## src/rtl/adder_sched_pkg.sv

```systemverilog
// Shared types and sizing constants for the round-robin adder scheduler.
package adder_sched_pkg;

  typedef enum logic [1:0] {
    IDLE = 2'd0,
    CALC = 2'd1,
    RESP = 2'd2
  } state_e;

  localparam int DEF_BITS  = 32'sd8;
  localparam int DEF_N_REQ = 32'sd4;

  function automatic int id_width(input int n);
    return (n > 32'sd1) ? $clog2(n) : 32'sd1;
  endfunction

  localparam int DEF_ID_W = id_width(DEF_N_REQ);

endpackage

```

## src/rtl/adder_sched_adder.sv

```systemverilog
// Shared combinational adder; the carry out is intentionally dropped.
module adder_sched_adder #(
  parameter int BITS = 8
) (
  input  logic [BITS-1:0] a_in,
  input  logic [BITS-1:0] b_in,
  output logic [BITS-1:0] sum
);

  assign sum = a_in + b_in;

endmodule

```

## src/rtl/adder_sched.sv

```systemverilog
// Round-robin arbiter in front of one shared adder: IDLE grants, CALC adds,
// RESP holds the registered result until the consumer takes it.
module adder_sched
  import adder_sched_pkg::*;
#(
  parameter int BITS  = DEF_BITS,
  parameter int N_REQ = DEF_N_REQ
) (
  input  logic                          wb_clk_i,
  input  logic                          wb_rst_i,
  input  logic [N_REQ-1:0]              req_val,
  input  logic [N_REQ*BITS-1:0]         req_a,
  input  logic [N_REQ*BITS-1:0]         req_b,
  output logic [N_REQ-1:0]              req_rdy,
  output logic                          resp_val,
  input  logic                          resp_rdy,
  output logic [BITS-1:0]               resp_sum,
  output logic [id_width(N_REQ)-1:0]    resp_id,
  output logic [15:0]                   txn_cnt
);

  localparam int ID_W = id_width(N_REQ);
  localparam logic [ID_W-1:0] LAST_ID = ID_W'(N_REQ - 32'sd1);

  state_e            state_r;
  logic [ID_W-1:0]   last_grant_r;
  logic [ID_W-1:0]   id_r;
  logic [BITS-1:0]   a_r;
  logic [BITS-1:0]   b_r;
  logic              resp_val_r;
  logic [BITS-1:0]   resp_sum_r;
  logic [ID_W-1:0]   resp_id_r;
  logic [15:0]       txn_cnt_r;

  logic              win_found_s;
  logic [ID_W-1:0]   win_idx_s;
  logic [BITS-1:0]   win_a_s;
  logic [BITS-1:0]   win_b_s;
  logic [BITS-1:0]   sum_s;
  logic              xfer_s;
  logic              done_s;
  logic [BITS-1:0]   a_arr_s [N_REQ];
  logic [BITS-1:0]   b_arr_s [N_REQ];

  for (genvar g = 0; g < N_REQ; g++) begin : g_unpack
    assign a_arr_s[g] = req_a[g*BITS +: BITS];
    assign b_arr_s[g] = req_b[g*BITS +: BITS];
  end

  // Winner search: first valid requester walking upward from last_grant+1.
  always_comb begin
    int              c_int;
    logic [ID_W-1:0] cand;
    logic            hit;
    win_found_s = 1'b0;
    win_idx_s   = '0;
    c_int       = 32'sd0;
    cand        = '0;
    hit         = 1'b0;
    for (int k = 0; k < N_REQ; k++) begin
      c_int       = int'(last_grant_r) + 32'sd1 + k;
      c_int       = (c_int >= N_REQ) ? (c_int - N_REQ) : c_int;
      cand        = ID_W'(c_int);
      hit         = req_val[cand] & ~win_found_s;
      win_idx_s   = hit ? cand : win_idx_s;
      win_found_s = win_found_s | hit;
    end
  end

  assign win_a_s = a_arr_s[win_idx_s];
  assign win_b_s = b_arr_s[win_idx_s];
  assign xfer_s  = (state_r == IDLE) && win_found_s;
  assign done_s  = (state_r == RESP) && resp_rdy;

  // Accept strobe is combinational so a requester sees its grant in the same cycle.
  always_comb begin
    req_rdy = '0;
    if (xfer_s) begin
      req_rdy[win_idx_s] = 1'b1;
    end else begin
      req_rdy = '0;
    end
  end

  adder_sched_adder #(
    .BITS (BITS)
  ) u_adder (
    .a_in (a_r),
    .b_in (b_r),
    .sum  (sum_s)
  );

  // Scheduler FSM; reset drops any in-flight transaction and restores requester 0 priority.
  always_ff @(posedge wb_clk_i or negedge wb_rst_i) begin
    if (!wb_rst_i) begin
      state_r      <= IDLE;
      last_grant_r <= LAST_ID;
      id_r         <= '0;
      a_r          <= '0;
      b_r          <= '0;
      resp_val_r   <= 1'b0;
      resp_sum_r   <= '0;
      resp_id_r    <= '0;
      txn_cnt_r    <= 16'd0;
    end else begin
      case (state_r)
        IDLE: begin
          if (xfer_s) begin
            a_r          <= win_a_s;
            b_r          <= win_b_s;
            id_r         <= win_idx_s;
            last_grant_r <= win_idx_s;
            state_r      <= CALC;
          end
        end
        CALC: begin
          resp_sum_r <= sum_s;
          resp_id_r  <= id_r;
          resp_val_r <= 1'b1;
          state_r    <= RESP;
        end
        RESP: begin
          if (done_s) begin
            resp_val_r <= 1'b0;
            txn_cnt_r  <= txn_cnt_r + 16'd1;
            state_r    <= IDLE;
          end
        end
        default: begin
          resp_val_r <= 1'b0;
          state_r    <= IDLE;
        end
      endcase
    end
  end

  assign resp_val = resp_val_r;
  assign resp_sum = resp_sum_r;
  assign resp_id  = resp_id_r;
  assign txn_cnt  = txn_cnt_r;

endmodule

```

## config.mk

```make
export PLATFORM = sky130hd
export DESIGN_NAME = adder_sched
export DESIGN_NICKNAME = d
export VERILOG_FILES = /design/src/rtl/adder_sched_pkg.sv /design/src/rtl/adder_sched_adder.sv /design/src/rtl/adder_sched.sv
export SDC_FILE = /design/constraint.sdc
export NUM_CORES = 1
export LEC_CHECK = 0
export CAP_MARGIN = 20
export CORE_ASPECT_RATIO = 1.1
export CORE_UTILIZATION = 41
export DETAILED_ROUTE_END_ITERATION = 12
export HOLD_SLACK_MARGIN = 0.1
export PLACE_DENSITY = 0.84
export SLEW_MARGIN = 30
export SYNTH_ARGS = -nofsm -noshare
export SYNTH_HDL_FRONTEND = slang
export SYNTH_SLANG_ARGS = --single-unit
```

## constraint.sdc

```tcl
create_clock -name wb_clk_i -period 4.3 [get_ports wb_clk_i]
set_clock_uncertainty 0.1 [all_clocks]
set_input_delay 0.86 -clock wb_clk_i [delete_from_list [all_inputs] [get_ports wb_clk_i]]
set_output_delay 0.86 -clock wb_clk_i [all_outputs]
set_load 0.005 [all_outputs]
```

==> metrics.md, run 1 <==
| Metric | Value |
|---|---|
| Power per cell area | `584 nW/um^2` |
| CTS Buf Count | `5` |
| Hold Crit Class | `reg -> reg` |
| Post-route setup TNS | `0 ns` |
| Cells along the critical path | `clkdlybuf4s50_1, or2b_1, a21oi_1, a211o_1, nor3b_1, clkdlybuf4s50_1` |
| XOR/XNOR Fraction of Synth Area | `5.26%` |
| Sink Count | `49` |
| Synth Area per Inst | `10.7 um^2` |
| Routed Antenna Nets | `0` |
| ANT cells | `0` |
| RSZ-0062 raised after global routing | `false` |
| Max Buffers Root-to-Sink | `2` |
| Starting Density | `42.5%` |
| Mux contribution to synthesized area | `18.9%` |
| Buffers added on ports | `101` |
| Critical path's largest stage delay | `0.58 ns` |
| Min cycle time layout | `3.70 ns` |
| Slew Viols, Final | `0` |
| Synth Area in Compound Gates | `10.9%` |
| Layout cells sized above 1 | `12.7%` |
| Nets@finish | `458` |
| Placed insts | `456` |
| Largest net degree at the start of global routing | `50` |
| Seq cells post-synth | `49` |
| Crit path max-delay cell type | `clkdlybuf4s50_1` |
| Largest family of logic cells by synthesized area | `multiplexers` |
| Mapped cell area | `3000 um^2` |
| Total power | `2.40 mW` |
| DP HPWL | `4640 um` |
| Initial drt markers | `66` |
| Pleak | `1.84 nW` |
| DRC Markers | `0` |
| Place WS | `0.619 ns` |
| Drt pass-1 iters | `4` |
| CP Launch Type | `primary input` |
| Post-Synthesis Cells | `280` |
| Distinct cells, synth | `46` |
| Final period utilization | `86.0%` |
| Core ar. | `7050 um^2` |
| Worst-Skew Late Latency | `0.29 ns` |
| P&R area growth vs syn | `36.9%` |
| Vias in the first global route | `2416` |
| Final-report hold violation count | `0` |
| Status | `finished clean` |
| First-pass GRT wire length | `10300 um` |
| Tot GR Track Use | `16.4%` |
| Fmax | `0.270 GHz` |
| Clock-pin slew on the worst setup and hold paths | `0.08 ns` |
| Die extent in x | `83.5 um` |
| EDFF count, synth | `0` |
| Max cap viols | `0` |
| Data required time of the critical path | `3.34 ns` |
| FFs w/ async S/R, synth | `100%` |
| Syn_nets | `360` |
| Clock Root Buffer | `clkbuf_8` |
| Post-CTS setup buffers | `0` |
| Via Count | `2320` |
| Die area | `7660 um^2` |
| Routed WL | `5860 um` |
| Worst-margin pin slew | `0.637 ns` |
| Area of placed instances | `4010 um^2` |
| Worst slew margin | `57.6%` |
| Post-cts sizing count | `0` |
| YS warnings | `0` |
| Post-synthesis simple-gate area fraction | `14.6%` |
| # IOs | `102` |
| Final GP Congestion | `0.835` |
| Die height | `91.7 um` |
| Vias/cell | `5.00` |
| Initial antenna violation count | `0` |
| Routed length per placed instance | `12.6 um` |
| Worst vdd ir | `0.307 mV` |
| Arrival time at the worst endpoint | `2.74 ns` |
| CP dominant cell by count | `clkdlybuf4s50_1` |
| Grt total ovfl | `0` |
| Final WS setup | `0.600 ns` |
| CP Max Fanout | `6` |
| Seq/Total Area, Yosys | `41.0%` |
| H-tree levels | `2` |
| Design Area, Final | `4100 um^2` |
| Setup violations, final | `0` |
| CP Capture Type | `output port` |
| R2R Setup Slk | `2.14 ns` |
| Ys flop type | `dfrtp_1` |
| CTS tree | `built` |
| Hold buffers post-CTS | `0` |
| Post-Synth Adder-Cell Area | `4.01%` |
| Fin cells | `464` |
| WS Path Type | `in -> out` |
| Row Count | `32` |
## path summary, 6_finish.rpt
| path | cells past startpoint | start | end |
|---|---|---|---|
| max | 6 | req_val[1] | req_rdy[1] |
| min | 1 | txn_cnt[15]$_DFFE_PN0P_ | txn_cnt[15]$_DFFE_PN0P_ |
| max reg2reg | 6 | last_grant_r[1]$_DFFE_PN1P_ | b_r[7]$_DFFE_PN0P_ |
| min reg2reg | 1 | txn_cnt[15]$_DFFE_PN0P_ | txn_cnt[15]$_DFFE_PN0P_ |
| max in group asynchronous | 1 | wb_rst_i | resp_sum[7]$_DFFE_PN0P_ |
| min in group asynchronous | 1 | wb_rst_i | txn_cnt[3]$_DFFE_PN0P_ |
## through the flow
stage	utilization, %	hold slack [ns]
2_1_floorplan	-	0.339
3_3_place_gp	56.9	0.360
3_5_place_dp	57.0	0.365
4_1_cts	58.2	0.377
5_1_grt	58.2	0.386
6_report	58.2	0.370
## power breakdown
group          switching, mW  internal, mW
Clock                  0.140         0.131
Combinational          0.630         0.721
Sequential             0.125         0.650
Total                  0.895          1.50
## area by class of cell
cell class | instances | area, um^2
Sequential cell | 49 | 1230
Inverter | 8 | 30.0
Tap cell | 85 | 106
Clock buffer | 8 | 90.1
Multi-Input combinational cell | 210 | 1620
Timing Repair Buffer | 104 | 1030
Fill cell | 596 | 2940
## Yosys cell counts, types with 2 or more instances
library cell   n  area share [%]
inv_1          8             1.0
buf_12         3             2.0
nor3_1         3            0.50
mux2_4        12             6.0
o21a_1         2            0.50
nand3b_1       4             1.0
nand2b_1       5             1.0
mux2i_1       32              11
nand4_1        4            0.83
or3_1          2            0.42
nand2_1       42             5.3
mux2_2         6             2.3
nor2b_1        3            0.63
dfrtp_1       47              39
and3_1         3            0.63
dfstp_2        2             1.8
nand3_1        4            0.67
nor2_1         7            0.88
o21ai_2       16             4.7
clkbuf_1       6            0.75
a21o_1         2            0.50
xnor2_1       15             4.4
ha_1           8             3.3
a211o_1        2            0.58
o21ai_0        9             1.5
xor2_1         3            0.88
buf_8          2             1.0
a21oi_1        7             1.2
nor3b_1        4             1.0
## cells in the final DEF, fill, tap and decap left out, types with 2 or more instances in the layout
cell / synthesis / layout
nand3_1: 4 / 4
nand2_1: 42 / 42
mux2i_1: 32 / 32
clkbuf_8: 0 / 6
mux2_4: 12 / 12
nor2_1: 7 / 7
nor3b_1: 4 / 4
xnor2_1: 15 / 15
o21ai_0: 9 / 9
nor3_1: 3 / 3
o21ai_2: 16 / 16
or3_1: 2 / 2
buf_4: 0 / 4
nand4_1: 4 / 4
inv_1: 8 / 8
o21a_1: 2 / 2
nor2b_1: 3 / 3
clkdlybuf4s50_1: 0 / 100
dfstp_2: 2 / 2
clkbuf_1: 6 / 2
a21o_1: 2 / 2
a211o_1: 2 / 2
and3_1: 3 / 3
mux2_2: 6 / 6
nand2b_1: 5 / 5
ha_1: 8 / 8
nand3b_1: 4 / 4
a21oi_1: 7 / 7
xor2_1: 3 / 3
dfrtp_1: 47 / 47
## routing by layer
layer | wire length, um | vias to the layer above | track usage (%) | part of all wire (%)
met5 | 0 | - | 0 | 0
met1 | 2580 | 1057 | 20.1 | 44
met2 | 2880 | 85 | 29.2 | 49
li1 | - | 1171 | - | -
met4 | 68 | 0 | 4.66 | 1.2
met3 | 326 | 7 | 3.33 | 5.6
## logic make-up after synthesis
logic type                 after synthesis
buffers and inverters                   21
xor gates and xnor gates                18
muxes                                   50
DFF                                     49
adders and majority gates                9
AOI/OAI and AO/OA                       45
and+or+nand+nor                         88
## worst max-delay path: cells and delay by family
family | cells | cell delay (ns)
buf+inv | 2 | 1.11
simple gates | 2 | 0.45
compound gates | 2 | 0.31
## state kept, by name, summed over array words and instances (netlist names)
register	flops
state_r	2
a_r	8
resp_val	1
resp_sum	8
resp_id	2
b_r	8
txn_cnt	16
id_r	2
last_grant_r	2
(Power assumes the default switching activity.)
==> inputs of run 2 (changes only) <==
--- a/config.mk
+++ b/config.mk
@@ -5,12 +5,13 @@
 export SDC_FILE = /design/constraint.sdc
 export NUM_CORES = 1
 export LEC_CHECK = 0
+export ABC_AREA = 1
 export CAP_MARGIN = 20
 export CORE_ASPECT_RATIO = 1.1
 export CORE_UTILIZATION = 41
 export DETAILED_ROUTE_END_ITERATION = 12
 export HOLD_SLACK_MARGIN = 0.1
-export PLACE_DENSITY = 0.84
+export PLACE_DENSITY = 0.83
 export SLEW_MARGIN = 30
 export SYNTH_ARGS = -nofsm -noshare
 export SYNTH_HDL_FRONTEND = slang
==> run 2 against run 1 <==
Against the previous run: sequential power up 2.7%; sequential share of layout area down 1.7 points; first-iteration DRC count up 62%; sequential cell count unchanged; critical path type unchanged; non-clock buffer count unchanged; utilization down 0.11 points; maximum frequency down 5.2%.
==> metrics.md, run 2 <==
| Metric | Value |
|---|---|
| CP Launch Type | `primary input` |
| Syn_nets | `512 (+42%)` |
| Initial drt markers | `107 (+62%)` |
| Post-cts sizing count | `0 (unchanged)` |
| Max Buffers Root-to-Sink | `2 (unchanged)` |
| FFs w/ async S/R, synth | `100% (unchanged)` |
| Max cap viols | `0 (unchanged)` |
| YS warnings | `0 (unchanged)` |
| Routed WL | `7330 um (+25%)` |
| Area of placed instances | `4230 um^2 (+5.3%)` |
| Post-Synth Adder-Cell Area | `3.81% (-0.20 points)` |
| Clock-pin slew on the worst setup and hold paths | `0.08 ns (about the same)` |
| Tot GR Track Use | `18.6% (+2.2 points)` |
| Final period utilization | `90.8% (+4.8 points)` |
| Reg-to-Reg Start | `last_grant_r[0]$_DFFE_PN1P_` |
| XOR/XNOR Fraction of Synth Area | `4.72% (-0.54 points)` |
| Worst slew margin | `60.6% (+3.1 points)` |
| Fin cells | `637 (+37%)` |
| DRC Markers | `0 (unchanged)` |
| Seq/Total Area, Yosys | `38.9% (-2.0 points)` |
| Synth Area per Inst | `7.30 um^2 (-32%)` |
| Layout cells sized above 1 | `7.71% (-5.0 points)` |
| Place WS | `0.425 ns (-0.193 ns)` |
| H-tree levels | `2 (unchanged)` |
| Setup violations, final | `0 (unchanged)` |
| Final GP Congestion | `0.797 (-4.5%)` |
| Min cycle time layout | `3.90 ns (+0.204 ns)` |
| P&R area growth vs syn | `37.7%` |
| Ys flop type | `dfrtp_1` |
| Synth top cells by count | `131 x nand2_1, 66 x inv_1, 60 x nand3_1` |
| Nets@finish | `611 (+33%)` |
| Post-route setup TNS | `0 ns (unchanged)` |
| Sink Count | `49 (unchanged)` |
| Design Area, Final | `4340 um^2 (+5.9%)` |
| Mapped cell area | `3160 um^2 (+5.3%)` |
| Die extent in x | `85.6 um (+2.5%)` |
| Area leader, netlist | `dfrtp_1` |
| Grt total ovfl | `0 (unchanged)` |
| Seq cells post-synth | `49 (unchanged)` |
| Total power | `3.02 mW (+26%)` |
| WS Path Type | `in -> out` |
| CP startpoint | `req_val[0]` |
| ANT cells | `0 (unchanged)` |
| Mux contribution to synthesized area | `0.357% (-19 points)` |
| Largest net degree at the start of global routing | `51 (+2.0%)` |
| Placed insts | `629 (+38%)` |
| Row Count | `33 (+3.1%)` |
| Top routing layer in use | `met4` |
| Starting Density | `42.2% (-0.32 points)` |
| Reg2reg path depth | `14 (+8)` |
| Distinct cells, synth | `34 (-26%)` |
| Final WS setup | `0.396 ns (-0.204 ns)` |
| Largest family of logic cells by synthesized area | `simple AND/OR/NAND/NOR gates` |
| Commonest non-fill, non-tap cell in the layout | `nand2_1` |
| # IOs | `102 (unchanged)` |
| Critical R2R Capture | `b_r[1]$_DFFE_PN0P_` |
| CTS Buf Count | `5 (unchanged)` |
| Power per cell area | `696 nW/um^2 (+19%)` |
| Routed length per placed instance | `11.5 um (-8.8%)` |
| Arrival time at the worst endpoint | `2.94 ns (+0.20 ns)` |
| Routed wl met2 | `3490 um (+21%)` |
| Pleak | `2.23 nW (+21%)` |
| Worst vdd ir | `0.372 mV (+21%)` |
| Via Count | `3065 (+32%)` |
| Clock Root Buffer | `clkbuf_8` |
| EDFF count, synth | `0 (unchanged)` |
| Max reg flops | `16 (unchanged)` |
| Hold Crit Class | `reg -> reg` |
| Drt pass-1 iters | `8 (+4)` |
| Crit path max-delay cell type | `clkdlybuf4s50_1` |
| CP dominant cell by count | `clkdlybuf4s50_1` |
| Fmax | `0.256 GHz (-5.2%)` |
| Most frequent cells in the layout | `131 x nand2_1, 100 x clkdlybuf4s50_1, 66 x inv_1, 60 x nand3_1, 47 x dfrtp_1` |
| CP Max Fanout | `8 (+2)` |
| Worst-margin pin slew | `0.590 ns (-0.0463 ns)` |
| Data required time of the critical path | `3.34 ns (about the same)` |
| RSZ-0062 raised after global routing | `false` |
| Wire length on met1 | `3240 um (+25%)` |
| Post-Synthesis Cells | `432 (+54%)` |
| Critical path's largest stage delay | `0.52 ns (-0.06 ns)` |
| CTS tree | `built` |
| Routed Antenna Nets | `0 (unchanged)` |
| Buffers added on ports | `101 (unchanged)` |
| Crit path to | `req_rdy[2]` |
| Die height | `94.0 um (+2.5%)` |
| Vias/cell | `4.81 (-3.8%)` |
| Initial antenna violation count | `0 (unchanged)` |
| CP Capture Type | `output port` |
| Post-synthesis simple-gate area fraction | `35.2% (+21 points)` |
| Die area | `8050 um^2 (+5.1%)` |
| Vias in the first global route | `2793 (+16%)` |
| First-pass GRT wire length | `12000 um (+16%)` |
| Status | `finished clean` |
| Synth Area in Compound Gates | `5.59% (-5.3 points)` |
| Worst-Skew Late Latency | `0.31 ns (+0.02 ns)` |
| Top cell type's share of synthesized area | `37.3% (-2.0 points)` |
| Slew Viols, Final | `0 (unchanged)` |
| Hold buffers post-CTS | `0 (unchanged)` |
| Core ar. | `7470 um^2 (+6.1%)` |
| Post-CTS setup buffers | `0 (unchanged)` |
| DP HPWL | `5800 um (+25%)` |
| Final-report hold violation count | `0 (unchanged)` |
| Met3 wire length | `442 um (+36%)` |
| Cells along the critical path | `clkdlybuf4s50_1, nand2_1, nand2_2, nor2_2, nand4_1, nand3_1, inv_1, nor2_1, clkdlybuf4s50_1` |
| Count leader, synth | `nand2_1` |
| Top cells by area, synth | `dfrtp_1 37%, nand2_1 16%, nand3_1 9.5%` |
| R2R Setup Slk | `1.64 ns (-0.50 ns)` |
## run 2: changes by cell type after synthesis, moves of 7 or more
cell | before | now
xor2_1 | 3 | 11
nor2_1 | 7 | 14
inv_1 | 8 | 66
nand2_2 | 0 | 11
xnor2_1 | 15 | 6
mux2i_1 | 32 | 0
mux2_4 | 12 | 0
nand3_1 | 4 | 60
nand2_1 | 42 | 131
o21ai_2 | 16 | 1
o211ai_1 | 1 | 10
or2_1 | 0 | 9
## run 2: per-layer routing
layer / vias to the layer above / GRT usage [%]
met2: 136 / 32.5
met1: 1357 / 23.1
met3: 22 / 3.43
met4: 0 / 6.39
met5: - / 0
li1: 1550 / -
## run 2: cells by family (layout without fill, tap and decap cells)
family          after synthesis  in the layout
simple gates                244            244
buf+inv                      83            183
flops                        49             49
compound gates               29             29
xor+xnor                     17             17
fa+ha+maj                     9              9
mux                           1              1
## run 2: where the power goes
part	leakage, nW	internal, mW	switching (mW)
clock network	0.0585	0.190	0.146
logic	1.57	0.764	1.13
registers	0.603	0.656	0.140
## run 2: critical path, delay by kind of cell
family / cells / cell delay (ns)
buffers and inverters: 3 / 1.16
and+or+nand+nor: 6 / 0.92
## run 2: how the worst min path moves through the flow
stage,from,endpoint,slack (ns),depth (start not counted)
after floorplan,b_r[2]$_DFFE_PN0P_,b_r[2]$_DFFE_PN0P_,0.35,2
after global placement,resp_sum[0]$_DFFE_PN0P_,resp_sum[0]$_DFFE_PN0P_,0.36,2
after detailed placement,txn_cnt[15]$_DFFE_PN0P_,txn_cnt[15]$_DFFE_PN0P_,0.37,1
after CTS,txn_cnt[15]$_DFFE_PN0P_,txn_cnt[15]$_DFFE_PN0P_,0.39,1
after global routing,txn_cnt[15]$_DFFE_PN0P_,txn_cnt[15]$_DFFE_PN0P_,0.41,1
final,txn_cnt[15]$_DFFE_PN0P_,txn_cnt[15]$_DFFE_PN0P_,0.38,1
## run 2: stage by stage
step                      hold slack, ns  utilization, %
after floorplan                    0.353               -
after global placement             0.355            56.5
after detailed placement           0.372            56.6
after CTS                          0.387            58.1
after global routing               0.414            58.1
final                              0.377            58.1
## run 2: layout make-up
class                           count  area, um^2
Multi-Input combinational cell    300        1570
Fill cell                         684        3130
Clock buffer                        7        86.3
Timing Repair Buffer              104        1030
Sequential cell                    49        1230
Tap cell                          105         131
Inverter                           71         269
Clock inverter                      1        30.0
